===== config.mk =====
export PLATFORM = sky130hd
export DESIGN_NAME = mem_arbiter
export DESIGN_NICKNAME = d
export VERILOG_FILES = /design/src/rtl/cpu_types_pkg.sv /design/src/rtl/rr_pick.sv /design/src/rtl/mem_arbiter.sv
export SDC_FILE = /design/constraint.sdc
export NUM_CORES = 1
export LEC_CHECK = 0
export BUFFER_PORTS_ARGS = -buffer_cell sky130_fd_sc_hd__buf_4
export CAP_MARGIN = 20
export CORE_AREA = 3 3 103 105
export DETAILED_ROUTE_END_ITERATION = 10
export DIE_AREA = 0 0 106 108
export GPL_TIMING_DRIVEN = 0
export PLACE_DENSITY = 0.51
export SLEW_MARGIN = 20
export SYNTH_ARGS = -nofsm -noshare
export SYNTH_HDL_FRONTEND = slang
export SYNTH_SLANG_ARGS = --single-unit

===== constraint.sdc =====
create_clock -name CLK -period 2.6 [get_ports CLK]
set_input_delay 0.13 -clock CLK [delete_from_list [all_inputs] [get_ports CLK]]
set_output_delay 0.13 -clock CLK [all_outputs]
set_load 0.03 [all_outputs]

===== src/rtl/cpu_types_pkg.sv =====
// Shared CPU-side types: RAM handshake states, word type, and memory arbiter state encodings.
package cpu_types_pkg;

  typedef enum logic [1:0] {
    FREE   = 2'd0,
    BUSY   = 2'd1,
    ACCESS = 2'd2,
    ERROR  = 2'd3
  } ramstate_t;

  typedef logic [31:0] word_t;

  localparam logic [1:0] ARB_IDLE   = 2'b00;
  localparam logic [1:0] ARB_IGRANT = 2'b01;
  localparam logic [1:0] ARB_DGRANT = 2'b10;

  typedef enum logic [1:0] {
    IDLE   = ARB_IDLE,
    IGRANT = ARB_IGRANT,
    DGRANT = ARB_DGRANT
  } ArbStateType;

endpackage


===== src/rtl/rr_pick.sv =====
// Round-robin fairness rule for the memory arbiter: chooses which client gets the next grant.
module rr_pick
  import cpu_types_pkg::*;
(
  input  logic       ireq,
  input  logic       dreq,
  input  logic       last_d,
  output logic [1:0] grant
);

  // On contention the client that did not complete most recently wins.
  always_comb begin
    grant = ARB_IDLE;
    if (dreq && !ireq)
      grant = ARB_DGRANT;
    else if (ireq && !dreq)
      grant = ARB_IGRANT;
    else if (ireq && dreq)
      grant = last_d ? ARB_IGRANT : ARB_DGRANT;
  end

endmodule


===== src/rtl/mem_arbiter.sv =====
// Single-port RAM arbiter between icache and dcache with round-robin grant and a
// one-cycle IDLE bubble after every completion.
module mem_arbiter
  import cpu_types_pkg::*;
#(
  parameter int ADDR_W = 32,
  parameter int DATA_W = 32
) (
  input  logic              CLK,
  input  logic              nRST,
  input  logic              iREN,
  input  logic [ADDR_W-1:0] iaddr,
  output logic              iwait,
  output logic [DATA_W-1:0] iload,
  input  logic              dREN,
  input  logic              dWEN,
  input  logic [ADDR_W-1:0] daddr,
  input  logic [DATA_W-1:0] dstore,
  output logic              dwait,
  output logic [DATA_W-1:0] dload,
  output logic              ramREN,
  output logic              ramWEN,
  output logic [ADDR_W-1:0] ramaddr,
  output logic [DATA_W-1:0] ramstore,
  input  logic [DATA_W-1:0] ramload,
  input  logic [1:0]        ramstate,
  output logic              memerr
);

  ArbStateType state;
  logic        last_d;
  logic        ireq;
  logic        dreq;
  logic [1:0]  pick;
  ramstate_t   rs;

  assign ireq  = iREN;
  assign dreq  = dREN | dWEN;
  assign rs    = ramstate_t'(ramstate);
  assign iload = ramload;
  assign dload = ramload;

  rr_pick u_pick (
    .ireq   (ireq),
    .dreq   (dreq),
    .last_d (last_d),
    .grant  (pick)
  );

  // A dropped request abandons the grant without touching last_d; ERROR keeps retrying.
  always_ff @(posedge CLK or negedge nRST) begin
    if (!nRST) begin
      state  <= IDLE;
      last_d <= 1'b0;
      memerr <= 1'b0;
    end else begin
      case (state)
        IDLE: state <= ArbStateType'(pick);
        IGRANT: begin
          if (!ireq) begin
            state <= IDLE;
          end else if (rs == ACCESS) begin
            state  <= IDLE;
            last_d <= 1'b0;
          end else if (rs == ERROR) begin
            memerr <= 1'b1;
          end
        end
        DGRANT: begin
          if (!dreq) begin
            state <= IDLE;
          end else if (rs == ACCESS) begin
            state  <= IDLE;
            last_d <= 1'b1;
          end else if (rs == ERROR) begin
            memerr <= 1'b1;
          end
        end
        default: state <= IDLE;
      endcase
    end
  end

  // RAM drive follows the grant combinationally so a withdrawn request releases the RAM at once.
  always_comb begin
    iwait    = 1'b1;
    dwait    = 1'b1;
    ramREN   = 1'b0;
    ramWEN   = 1'b0;
    ramaddr  = '0;
    ramstore = '0;
    case (state)
      IGRANT: begin
        if (ireq) begin
          ramREN  = 1'b1;
          ramaddr = iaddr;
          iwait   = (rs != ACCESS);
        end
      end
      DGRANT: begin
        if (dreq) begin
          ramWEN   = dWEN;
          ramREN   = dREN & ~dWEN;
          ramaddr  = daddr;
          ramstore = dstore;
          dwait    = (rs != ACCESS);
        end
      end
      default: ;
    endcase
  end

endmodule

==> impl_metrics.tcl, run 1 <==
set metrics [dict create \
    drv_slew 0 \
    clkSlewWorstSetupHoldPaths_ns 0.03 \
    cp.arrival_ns 1.93 \
    die-area_um2 11400 \
    hp-class "input pin to register" \
    min_from "ramstate[1]" \
    syn_avg_cell_area_um2 6.91 \
    ios 268 \
    antenna_found_initial 0 \
    r2r_cells 5 \
    dr_wl_met3_um 947 \
    fin_ws_ns 0.537 \
    track_usage_pct 12.3 \
    clock_sinks 4 \
    cp.required_ns 2.47 \
    grt.overflow.total 0 \
    synthFlopType "dfrtp_1" \
    drt_iter0_markers 65 \
    synth_fp_nets 351 \
    drt-pass1-iter-count 4 \
    cts_resized 0 \
    ctsHoldBuffers 1 \
    post-place-ws_ns 0.724 \
    final_layout_size_suffix_gt1_share_pct 70.1 \
    yosysUniqueCellTypes 28 \
    grt_pass1_wl_um 11500 \
    max_cap_violations 0 \
    critPathSlowestCell "dfrtp_1" \
    crit_end "ramaddr[9]" \
    nets 592 \
    worst_path_largest_cell_delay_ns 0.40 \
    grt_pass1_vias 2332 \
    die_h_um 108 \
    criticalPathCategory "register to output pin" \
    synth_top_area_share_pct 33.8 \
    synth_edf_count 0 \
    irDropWorstVdd_mv 0.335 \
    start_kind "register" \
    gp_congestion 0.770 \
    ys_ff_latch 4 \
    tightest_slew_ns 0.522 \
    wl_met1_um 2770 \
    cp-end-kind "output pin" \
    post_cts_buffers 0 \
    p_per_area_nw_per_um2 672 \
    final_util_pct 35.4 \
    wl_met2_um 4400 \
    cts_tree "done" \
    grt_max_degree 11 \
    drc 0 \
    startpoint "state[0]$_DFF_PN0_" \
    period_minus_slack_ns 2.06 \
    portBuffers 235 \
    rsz0062_at_grt "false" \
    die_w_um 106 \
    timing.rr.end "last_d$_DFFE_PN0P_" \
    r2r_setup_slack_ns 0.94 \
    finalSetupViolations 0 \
    yosys_warnings 0 \
    critical_path_peak_fanout 10 \
    setup_total_negative_slack_ns 0 \
    antenna_cells 0 \
    clk_latency_ns 0.21 \
    clockRootBuffer "clkbuf_8" \
    synth_commonest_cells "buf_4 (66), and2_1 (33), nor2_1 (33)" \
    routed_via_density 3.95 \
    synth_top_cell_by_area "buf_4" \
    h-tree-depth 1 \
    run_status "finished clean" \
    p_leak_uw 0.00188 \
    stdcell_area_um2 3450 \
    wl_um 8130 \
    wl_per_cell_um 13.9 \
    maxSlewHeadroom_pct 65.2 \
    synth.most_common_cell "buf_4" \
    place_area_um2 3390 \
    synth_cells 212 \
    cts_made_buffers 3 \
    worstPathCellList "inv_1, ha_1, clkinv_1, clkbuf_1, nor2_1, buf_4" \
    start_util_pct 15.0 \
    ys_seq_area_share_pct 6.84 \
    num_vias 2305 \
    core_area_um2 9730 \
    finalCritPeriodShare_pct 79.3 \
    fmax_ghz 0.485 \
    skew_ns 0.00149 \
    synth_area_um2 1460 \
    finalPower_uw 2310 \
    ys_async_sr_fraction_pct 100 \
    rr_startpoint "state[0]$_DFF_PN0_" \
    fp-row-count 36 \
    netlist_top_cells_area "buf_4 (34%), a22oi_1 (16%), and2_1 (14%), nor2_1 (8.5%), dfrtp_1 (6.8%)" \
    ant_nets 0 \
    dpl.hpwl_um 7230 \
    area_growth_pct 135 \
    top_layer "met4" \
    hold_viol_final 0 \
    clk_path_buf_depth 2 \
]
==> registers in the layout, indices dropped and copies added (netlist names) <==
register,cells
last_d,1
memerr,1
state,2
==> power by group <==
part / total (uW) / internal [uW] / leakage (uW) / switching [uW]
logic: 2080 / 826 / 0.00181 / 1260
registers: 102 / 83.0 / 0.0000474 / 19.5
clock network: 128 / 98.5 / 0.0000216 / 29.3
==> worst min-delay path by stage <==
stage / slack, ns / depth (start not counted) / to
floorplan: -0.17 / 0 / last_d$_DFFE_PN0P_
global placement: -0.07 / 1 / memerr$_DFFE_PN0P_
detailed placement: -0.07 / 1 / memerr$_DFFE_PN0P_
CTS: 0.16 / 2 / memerr$_DFFE_PN0P_
global route: 0.18 / 2 / memerr$_DFFE_PN0P_
finish: 0.16 / 2 / memerr$_DFFE_PN0P_
==> stage by stage <==
stage	hold slack, ns	instances
finish	0.162	584
global route	0.176	584
CTS	0.159	584
detailed placement	-0.0702	580
global placement	-0.0730	580
floorplan	-0.166	212
==> critical path, delay by kind of cell (launching register included) <==
| family | cells | cell delay, ns |
|---|---|---|
| buf+inv | 4 | 0.83 |
| flops | 1 | 0.40 |
| fa+ha+maj | 1 | 0.28 |
| simple gates | 1 | 0.20 |
==> kinds of logic (layout without fill, tap and decap cells) <==
logic type      count (synthesis)  in the layout  share of synthesized area (%)
compound gates                 43             43                           22.1
buf+inv                        82            321                           40.0
flops                           4              4                           6.84
simple gates                   79             79                           27.7
fa+ha+maj                       4              4                           3.42
==> layer usage <==
layer  global-route usage [%]  up-vias
met5                        0        -
met3                     3.04        2
met1                     13.4     1011
li1                         -     1124
met2                     24.7      168
met4                     1.11        0
==> layout make-up <==
type / instances / area [um2]
fill: 1035 / 6280
inverter: 4 / 15.0
sequential: 4 / 100
tap: 133 / 166
timing repair buffer: 236 / 1770
multi-input combinational: 126 / 778
clock buffer: 3 / 41.3
buffer: 78 / 571
==> cell usage in the layout (no fill, tap or decap) <==
master and instances:
or2b_1 1, clkinv_1 1, nor3b_1 1, clkbuf_1 3, nand3b_1 1, nand2_1 5, ha_1 4, a211oi_1 2
clkbuf_8 3, nor2b_1 2, a21oi_1 1, buf_6 3, a32o_1 1, and2b_2 1, o21a_1 1, o21ai_0 2
nor2_1 33, nor3_1 1, clkbuf_2 2, o2bb2ai_1 2, and2_2 1, a22oi_1 32, buf_4 301, o41ai_1 1
dlygate4sd3_1 1, dfrtp_1 4, and2_1 33, a31o_2 1, inv_1 3, buf_2 4
No activity file was read; power rests on OpenSTA's default activity.
==> inputs of run 2 (changes only) <==
--- a/config.mk
+++ b/config.mk
@@ -11,7 +11,7 @@
 export DETAILED_ROUTE_END_ITERATION = 10
 export DIE_AREA = 0 0 106 108
 export GPL_TIMING_DRIVEN = 0
-export PLACE_DENSITY = 0.51
+export PLACE_DENSITY = 0.53
 export SLEW_MARGIN = 20
 export SYNTH_ARGS = -nofsm -noshare
 export SYNTH_HDL_FRONTEND = slang
==> constraint.sdc (replaced) <==
create_clock -name CLK -period 1.67 [get_ports CLK]
set_input_delay 0.0835 -clock CLK [delete_from_list [all_inputs] [get_ports CLK]]
set_output_delay 0.0835 -clock CLK [all_outputs]
set_load 0.03 [all_outputs]
==> run 2 against run 1 <==
Effect of this change:
- the run now ends with setup timing left
- non-clock buffer count up 18
- critical path depth grew 2
- sequential power increased by 54%
- power grew 110%
- die area did not move
- flip-flop and latch count is the same
- design area is 23% higher
- clock power up 56%
- register-to-register slack worse by 0.88 ns
- first-iteration DRC count increased by 3.1%
- sequential share of layout area is 0.54 points lower
- critical path type unchanged
==> impl_metrics.tcl, run 2 (same netlist as run 1, synthesis figures left out) <==
set metrics [dict create \
    pwr-share-clk_pct 4.0 \
    grt_pass1_wl_um 12600 \
    cts_made_buffers 3 \
    ant_nets 0 \
    num_vias 2478 \
    cts_tree "done" \
    largest_register "state" \
    nFillCells 994 \
    wl_um 9040 \
    routed_via_density 4.12 \
    fmax_ghz 0.556 \
    gp_congestion 0.803 \
    drt-pass1-iter-count 4 \
    core_area_um2 9730 \
    criticalPathCategory "register to output pin" \
    nets 610 \
    whs_path_depth 2 \
    fp-row-count 36 \
    drv_slew 0 \
    finalSetupViolations 62 \
    p_int_uw 2560 \
    final_common_cell "buf_4" \
    portBuffers 235 \
    die_h_um 108 \
    skew_ns 0.00152 \
    switching_share_pct 48.5 \
    fin_ws_ns -0.128 \
    grt_max_degree 11 \
    p_leak_uw 0.00215 \
    r2r_cells 7 \
    period_minus_slack_ns 1.80 \
    largest_reg_flops 2 \
    irDropWorstVdd_mv 0.629 \
    wl_per_cell_um 15.0 \
    die-area_um2 11400 \
    violations "setup timing" \
    drc 0 \
    clk_latency_ns 0.22 \
    h-tree-depth 1 \
    p_per_area_nw_per_um2 1170 \
    worstPathCellList "buf_6, ha_4, o21a_4, buf_12, buf_8, a22oi_2, nor2_1, buf_4" \
    antenna_cells 0 \
    maxSlewHeadroom_pct 73.2 \
    clock_sinks 4 \
    max_cap_violations 0 \
    finalPower_uw 4960 \
    cp.arrival_ns 1.71 \
    critical_path_peak_fanout 5 \
    critPathSlowestCell "dfrtp_1" \
    final_layout_size_suffix_gt1_share_pct 86.8 \
    dpl.hpwl_um 7130 \
    clk_path_buf_depth 2 \
    combPwrFrac_pct 92.8 \
    rsz0062_at_grt "true" \
    drt_iter0_markers 67 \
    die_w_um 106 \
    grt.overflow.total 0 \
    finalCritPeriodShare_pct 108 \
    run_status "finished, violations left" \
    hp-class "input pin to register" \
    power.share.sequential_pct 3.2 \
    antenna_found_initial 0 \
    final_cell_mix "buf_4 (271), buf_6 (41), and2_4 (33), nor2_1 (33), a22oi_2 (30)" \
    r2r_setup_slack_ns 0.06 \
    area_growth_pct 189 \
    cp.required_ns 1.59 \
    whs_ns 0.116 \
    top_regs "state: 2 flops, last_d: 1 flops, memerr: 1 flops" \
    switchingPower_uw 2400 \
    ios 268 \
    worst_path_largest_cell_delay_ns 0.41 \
    start_kind "register" \
    tightest_slew_ns 0.401 \
    clockRootBuffer "clkbuf_8" \
    grt_pass1_vias 2507 \
    clkSlewWorstSetupHoldPaths_ns 0.03 \
    hold_viol_final 0 \
    track_usage_pct 13.5 \
    start_util_pct 15.0 \
    cp-end-kind "output pin" \
]
run 2: changes by cell type in the layout (fill, tap and decap cells not counted), sizes merged:
cell  before  now
buf      308  326
run 2: repair_timing:
item,4_1_cts,5_1_grt
hold buffers,1,0
gates resized for setup,136,22
hold endpoints to repair,4,0
pin swaps,56,28
setup buffers,7,6
cloned,7,1
setup endpoints to repair,68,65
run 2: worst max-delay path, delay by kind of cell, from the launching register on:
| family | cells | cell delay [ns] |
|---|---|---|
| buffers and inverters | 4 | 0.58 |
| flip-flops | 1 | 0.41 |
| AO/OA/AOI/OAI | 2 | 0.30 |
| adder cells (fa/ha/maj) | 1 | 0.15 |
| AND/OR/NAND/NOR | 1 | 0.06 |
run 2: power by group through the flow:
stage	clock network (uW)	logic [uW]	registers, uW
6_report	200	4600	157
5_1_grt	211	4870	161
4_1_cts	207	4490	154
3_5_place_dp	0	3280	162
3_3_place_gp	0	3260	160
2_1_floorplan	0	2070	155
run 2: area by class of cell:
cell class	instances	area [um2]	share of cell area, %
well taps	133	166	3.94
clock buffers	3	41.3	0.977
inverters	4	25.0	0.592
repair buffers	255	2170	51.3
multi-input cells	126	1060	25.1
plain buffers	77	663	15.7
flip-flops and latches	4	100	2.37
run 2: metal layers:
metal | vias up | wire length (um) | global-route usage (%)
met2 | 164 | 4870 | 26.7
met4 | 0 | 36 | 2.41
met1 | 1142 | 3150 | 14.7
li1 | 1168 | - | -
met5 | - | 0 | 0
met3 | 4 | 986 | 3.34
run 2: final timing paths:
kind / to / from
min in group asynchronous: memerr$_DFFE_PN0P_ / nRST
max: ramaddr[14] / state[1]$_DFF_PN0_
max reg2reg: last_d$_DFFE_PN0P_ / state[1]$_DFF_PN0_
min: memerr$_DFFE_PN0P_ / ramstate[1]
min reg2reg: memerr$_DFFE_PN0P_ / memerr$_DFFE_PN0P_
max in group asynchronous: state[0]$_DFF_PN0_ / nRST
run 2: stage by stage:
step	area (um2)	setup TNS (ns)	utilization, %	setup WS, ns	cells
finish	4230	-3.73	43.4	-0.128	602
CTS	4110	-3.75	42.2	-0.134	597
floorplan	1460	0	-	0.0166	212
global route	4230	-6.97	43.4	-0.204	602
global placement	3390	-1.82	34.9	-0.0939	580
detailed placement	3390	-3.64	34.9	-0.150	580
